**config.mk**
```make
export PLATFORM = sky130hd
export DESIGN_NAME = pt_config_loader
export DESIGN_NICKNAME = d
export VERILOG_FILES = /design/src/rtl/pt_config_loader.sv
export SDC_FILE = /design/constraint.sdc
export NUM_CORES = 1
export LEC_CHECK = 0
export BUFFER_PORTS_ARGS = -buffer_cell sky130_fd_sc_hd__buf_2
export CORE_MARGIN = 5
export CORE_UTILIZATION = 46
export DETAILED_ROUTE_END_ITERATION = 10
export PLACE_DENSITY = 0.67
export SLEW_MARGIN = 20
export SYNTH_ARGS = -nofsm -noshare
export SYNTH_HDL_FRONTEND = slang
export SYNTH_SLANG_ARGS = --single-unit
```
**constraint.sdc**
```tcl
create_clock -name i_clk -period 3.4 [get_ports i_clk]
set_input_delay 0 -clock i_clk [delete_from_list [all_inputs] [get_ports i_clk]]
set_output_delay 0 -clock i_clk [all_outputs]
set_load 0.01 [all_outputs]
```
**src/rtl/pt_config_loader.sv**
```systemverilog
// rtl/pt_config_loader.sv - serial config loader with shadow register and atomic commit to the AND array
module pt_config_loader #(
  parameter int PT_INPUTS = 6,
  parameter int NUM_PT    = 2
) (
  input  logic                          i_clk,
  input  logic                          i_rst,
  input  logic                          i_load_start,
  input  logic                          i_abort,
  input  logic                          i_conf_clear,
  input  logic                          i_cfg_bit,
  input  logic                          i_cfg_valid,
  output logic                          o_cfg_ready,
  output logic [PT_INPUTS*NUM_PT-1:0]   o_conf_out,
  output logic                          o_conf_valid,
  output logic                          o_busy,
  output logic                          o_done,
  output logic                          o_aborted
);

  localparam int CFG_BITS = PT_INPUTS * NUM_PT;
  localparam int CNT_W    = $clog2(CFG_BITS + 1);
  localparam logic [CNT_W-1:0] LAST_IDX = CNT_W'(CFG_BITS - 1);

  typedef enum logic [1:0] {
    S_IDLE   = 2'd0,
    S_SHIFT  = 2'd1,
    S_COMMIT = 2'd2
  } state_t;

  state_t                r_state;
  logic [CNT_W-1:0]      r_bit_cnt;
  logic [CFG_BITS-1:0]   r_shadow;
  logic [CFG_BITS-1:0]   r_conf_out;
  logic                  r_conf_valid;
  logic                  r_cfg_ready;
  logic                  r_busy;
  logic                  r_done;
  logic                  r_aborted;
  logic                  w_transfer;

  // r_cfg_ready is high exactly while in SHIFT, so it doubles as the state qualifier
  assign w_transfer = i_cfg_valid & r_cfg_ready;

  always_ff @(posedge i_clk) begin
    if (i_rst) begin
      r_state      <= S_IDLE;
      r_bit_cnt    <= '0;
      r_shadow     <= '0;
      r_conf_out   <= '0;
      r_conf_valid <= 1'b0;
      r_cfg_ready  <= 1'b0;
      r_busy       <= 1'b0;
      r_done       <= 1'b0;
      r_aborted    <= 1'b0;
    end else begin
      r_done <= 1'b0;
      case (r_state)
        S_IDLE: begin
          if (i_conf_clear) begin
            r_conf_out   <= '0;
            r_conf_valid <= 1'b0;
          end
          if (i_load_start) begin
            r_state     <= S_SHIFT;
            r_bit_cnt   <= '0;
            r_shadow    <= '0;
            r_aborted   <= 1'b0;
            r_cfg_ready <= 1'b1;
            r_busy      <= 1'b1;
          end
        end
        S_SHIFT: begin
          // abort beats a simultaneous final transfer: the live config is left untouched
          if (i_abort) begin
            r_state     <= S_IDLE;
            r_bit_cnt   <= '0;
            r_shadow    <= '0;
            r_aborted   <= 1'b1;
            r_cfg_ready <= 1'b0;
            r_busy      <= 1'b0;
          end else if (w_transfer) begin
            r_shadow[r_bit_cnt] <= i_cfg_bit;
            r_bit_cnt           <= r_bit_cnt + CNT_W'(1);
            if (r_bit_cnt == LAST_IDX) begin
              r_state     <= S_COMMIT;
              r_cfg_ready <= 1'b0;
            end
          end
        end
        S_COMMIT: begin
          r_conf_out   <= r_shadow;
          r_conf_valid <= 1'b1;
          r_done       <= 1'b1;
          r_busy       <= 1'b0;
          r_state      <= S_IDLE;
        end
        default: begin
          r_state     <= S_IDLE;
          r_cfg_ready <= 1'b0;
          r_busy      <= 1'b0;
        end
      endcase
    end
  end

  assign o_cfg_ready  = r_cfg_ready;
  assign o_conf_out   = r_conf_out;
  assign o_conf_valid = r_conf_valid;
  assign o_busy       = r_busy;
  assign o_done       = r_done;
  assign o_aborted    = r_aborted;

endmodule

```
# Word-level counts from Yosys, hierarchy flattened
# Index checks and enable logic that the tools add are counted.
# totals
reg_bits	35
word_cells	63
output_inout_bits	17
# op_classes
order_cmp	2
reduce_logical	10
muxes	31
n_addsub	1
eq_ne	8
n_bitwise	2
# op_table
op	n
$mux W12	4
$pmux W12 S2	2
$bwmux W12	1
$mux W4	3
$mux W1	10
$reduce_and A3 Y1	3
$mux W2	4
$pmux W4 S2	1
$ne A2 B2 Y1 const B	3
$ne A3 B3 Y1 const B	2
$pmux W1 S2	3
$lt A4 B5 Y1 const B	1
$add A4 B1 Y4 const B	1
$demux W1 S4	1
$eq A4 B4 Y1 const B	1
$ge A4 B1 Y1 const B	1
$pmux W2 S2	1
$reduce_and A2 Y1	2
$reduce_and A4 Y1	1
$reduce_bool A2 Y1	2
$pmux W1 S3	1
$eq A2 B1 Y1 const B	1
$eq A2 B2 Y1 const B	1
$logic_not A2 Y1	1
other kinds (3)	3

# Logic depth before layout (Yosys ltp)
# depth
ltp_word	8
mapped_depth	6
depth_no_buf	5

# Worst setup path after synthesis
# OpenSTA, ideal clock, no wires.
# synth_path
kind	register -> register
startpoint	reg r_state[1]
endpoint	reg r_bit_cnt[3]
t_arrival_ps	1390
required_ps	3330
setup_slack_ps	1939
stages_incl_launch_ff	5
synth_period_minus_slack_ps	1461
cell_sequence	dfxtp_1 or3b_1 buf_6 or4_1 a21oi_1
# synth_via
elab_chain_len	3
elab_cells_between_ends	7
# synth_rtl
item	line_no	rtl
from (decl)	31	state_t r_state;
from (signal assigned)	47	r_state <= S_IDLE;
from (signal assigned)	65	r_state <= S_SHIFT;
from (signal assigned)	76	r_state <= S_IDLE;
$eq A2 B1 Y1 / $logic_not A2 Y1 (equally long branches)	58	case (r_state)
$ne A3 B3 Y1 (no line), or another cell as far along	--	
$reduce_and A3 Y1 (no line)	--	
to (signal assigned)	84	r_bit_cnt <= r_bit_cnt + CNT_W'(1);
to (decl)	32	logic [CNT_W-1:0] r_bit_cnt;
# Several ways; a longest one is shown, not always the timed one.
# A chain may end at the register's enable or synchronous reset.

# Worst setup path in the final report
# layout_path
startpoint	reg r_state[0]
endpoint	reg r_shadow[0]
# layout_via
elab_chain_len	3
elab_cells_between_ends	7
# layout_rtl
item	line_no	rtl
$eq A2 B1 Y1 / $logic_not A2 Y1 (equally long branches)	58	
$ne A3 B3 Y1 (no line), or another cell as far along	--	
$reduce_and A3 Y1 (no line)	--	
to (signal, indexed assignment)	83	r_shadow[r_bit_cnt] <= i_cfg_bit;
to (decl)	33	logic [CFG_BITS-1:0] r_shadow;
# Several ways; a longest one is shown, not always the timed one.

==> metrics.cfg <==
[timing]
max_slew_margin=0.418
worst_clock_skew_ns=0.00545
finalSetupTns_ns=0
fmaxAchievable_ghz=0.515
period_share=0.571
hold_violations=0
setup_violations=0
final_max_slew_viol_count=0
timing.hold.ws_ns=0.0201
tightest_slew_ns=0.870
rsz0062_at_grt=no
setup_ws_ns=1.46
period_minus_slack_ns=1.94

[route]
routedWlPerCell_um=13.7
viasPerCell=5.58
vias=1306
drcViolationCount=0
routed_wl_um=3210
dr.pass1.iters=4
final_antenna_net_count=0
drt_iter0_markers=60

[clock_tree]
cts_resized=0
cts_max_level=2
clockBufferDepth=2
clk_latency_ns=0.34
cts_setup_buffers=0
cts_buffers=5
cts_tree=done
cts-root-buf=clkbuf_4
clk_pin_slew_worst_paths_ns=0.10
numClockSinks=35

[global_route]
grt.met3_usage=0.0641
grt.overflow.total=0
grt_pass1_wl_um=5630
grt_max_degree=25
gr-usage-met1=0.202
globalRouteTotalUtil=0.167
grt_pass1_vias=1248
grt.busiest_layer=met2
antenna_found_initial=0
use_met2=0.256

[synthesis]
synth_edf_count=0
yosysWarnings=0
synth.most_common_cell=dfxtp_1
synth.top_cell.area_share=0.474
ys_top_cells_by_count=dfxtp_1 (35), a21oi_1 (32), o21ai_0 (18)
synthArstFlopShare=0
syn-cell-area_mm2=0.00148
synth_seq_cells=35
synth_cell_type_count=28
netlist_instances=169
avgSynthCellArea_um2=8.75
synth_top_area_cell=dfxtp_1
synthTopCellsByArea=dfxtp_1 (47%), a21oi_1 (11%), a22o_1 (7.1%)
synthFlopType=dfxtp_1
synth.net_count=181
ys_seq_area_frac=0.474

[cells_and_area]
final_net_count=201
n_antenna_cell=0
fin_util=0.539
fill_cells=288
area_growth_pct=12.2
final_layout_size_suffix_gt1_frac=0.163
fin_area_mm2=0.00166

[critical_path]
critPathKind=register to register
timing.rr.start=r_state[0]
crit_arrival_ns=2.21
worst_setup_path_end_kind=register
rrSetupSlack_ns=1.46
start_kind=register
cpMaxStageDelayCell=or3b_1
critPathTopFamily=simple AND/OR/NAND/NOR gates
cp_max_fo=17
path_cells=or3b_1 > nor4_2 > nand2_1 > a21oi_1
r2r_cells=4
max_stage_delay_ns=0.64
cp-startpoint=r_state[0]
cp.depth=4
cp.required_ns=3.67
worst-path-buf-inv=0

[worst_hold_path]
hold_depth=4
hold_path.startpoint=i_conf_clear
hold_class=input pin to register

[pwr]
ir_drop_uv=259
power-per-cell-area_mw_per_mm2=407
p_leak_nw=0.660

[place]
hpwlAfterDp_um=2210
gp_congestion=0.854
dpl_cell_area_mm2=0.00160
io_buffers=23
pre_cts_slack_ns=1.50

[die]
core.rowCount=20
die_area_mm2=0.00445
start_util=0.480
coreArea_mm2=0.00308
die_h_um=66.7
die_w_um=66.7
io_pins=24

[status]
outcome=finished clean

[flow_run]
maxCapViolCount=0

final timing paths:
kind                                       to
worst max-delay path              r_shadow[0]
worst min-delay path             o_conf_valid
worst max register to register    r_shadow[0]
worst min register to register  o_conf_out[6]
repair_timing:
item                       CTS  global route
hold buffers                 1             0
hold endpoints to repair     4             0
setup endpoints to repair    0             0
worst reg2reg max path, delay by kind of cell, from the launching register on:
| family | cells | cell delay, ns |
|---|---|---|
| AND/OR/NAND/NOR | 3 | 1.21 |
| AO/OA/AOI/OAI | 1 | 0.16 |
| flip-flops | 1 | 0.50 |
per-stage QoR:
step,instances,power (mW)
3_5_place_dp,225,0.471
3_3_place_gp,225,0.470
4_1_cts,234,0.684
2_1_floorplan,169,0.457
6_report,234,0.676
5_1_grt,234,0.714
state kept, by name (all words and copies together), names as in the netlist:
register / cells
o_cfg_ready: 1
r_bit_cnt: 4
r_shadow: 12
o_busy: 1
o_conf_out: 12
o_conf_valid: 1
o_done: 1
o_aborted: 1
r_state: 2
cells in the final DEF, fill, tap and decap left out, types with 2 or more instances in the layout:
cell | netlist | layout
a211oi_1 | 2 | 2
clkbuf_1 | 9 | 2
nor2_1 | 11 | 11
nor3_1 | 2 | 2
nor2b_1 | 4 | 4
nand3_1 | 3 | 3
clkbuf_4 | 0 | 5
inv_1 | 5 | 5
o21ai_0 | 18 | 18
dfxtp_1 | 35 | 35
ha_1 | 5 | 5
buf_2 | 1 | 23
nand4_1 | 4 | 4
a22o_1 | 12 | 12
nand2_1 | 13 | 13
a21oi_1 | 32 | 32
report_power, final:
group,internal [mW],total [mW],switching (mW)
Clock,0.0805,0.214,0.133
Sequential,0.413,0.418,0.00437
Combinational,0.0142,0.0445,0.0302
Total,0.508,0.676,0.168
cell type report:
cell class	count	area, um2	share of cell area
clock buffers	7	45.0	0.0271
clock inverters	1	5.00	0.00302
well taps	44	55.1	0.0332
flip-flops and latches	35	701	0.422
multi-input cells	118	709	0.428
inverters	5	18.8	0.0113
repair buffers	24	125	0.0754
routing by layer:
layer,wire (um),vias up
li1,-,647
met1,1460,602
met2,1480,47
met3,199,10
met4,71,0
met5,0,-
cells by family after synthesis:
kind of cell / count (synthesis) / share of synthesized area
DFF: 35 / 0.474
AOI/OAI and AO/OA: 66 / 0.261
and+or+nand+nor: 47 / 0.177
adders and majority gates: 5 / 0.0423
buffers and inverters: 16 / 0.0465
Power figures use the tool's default switching activity.
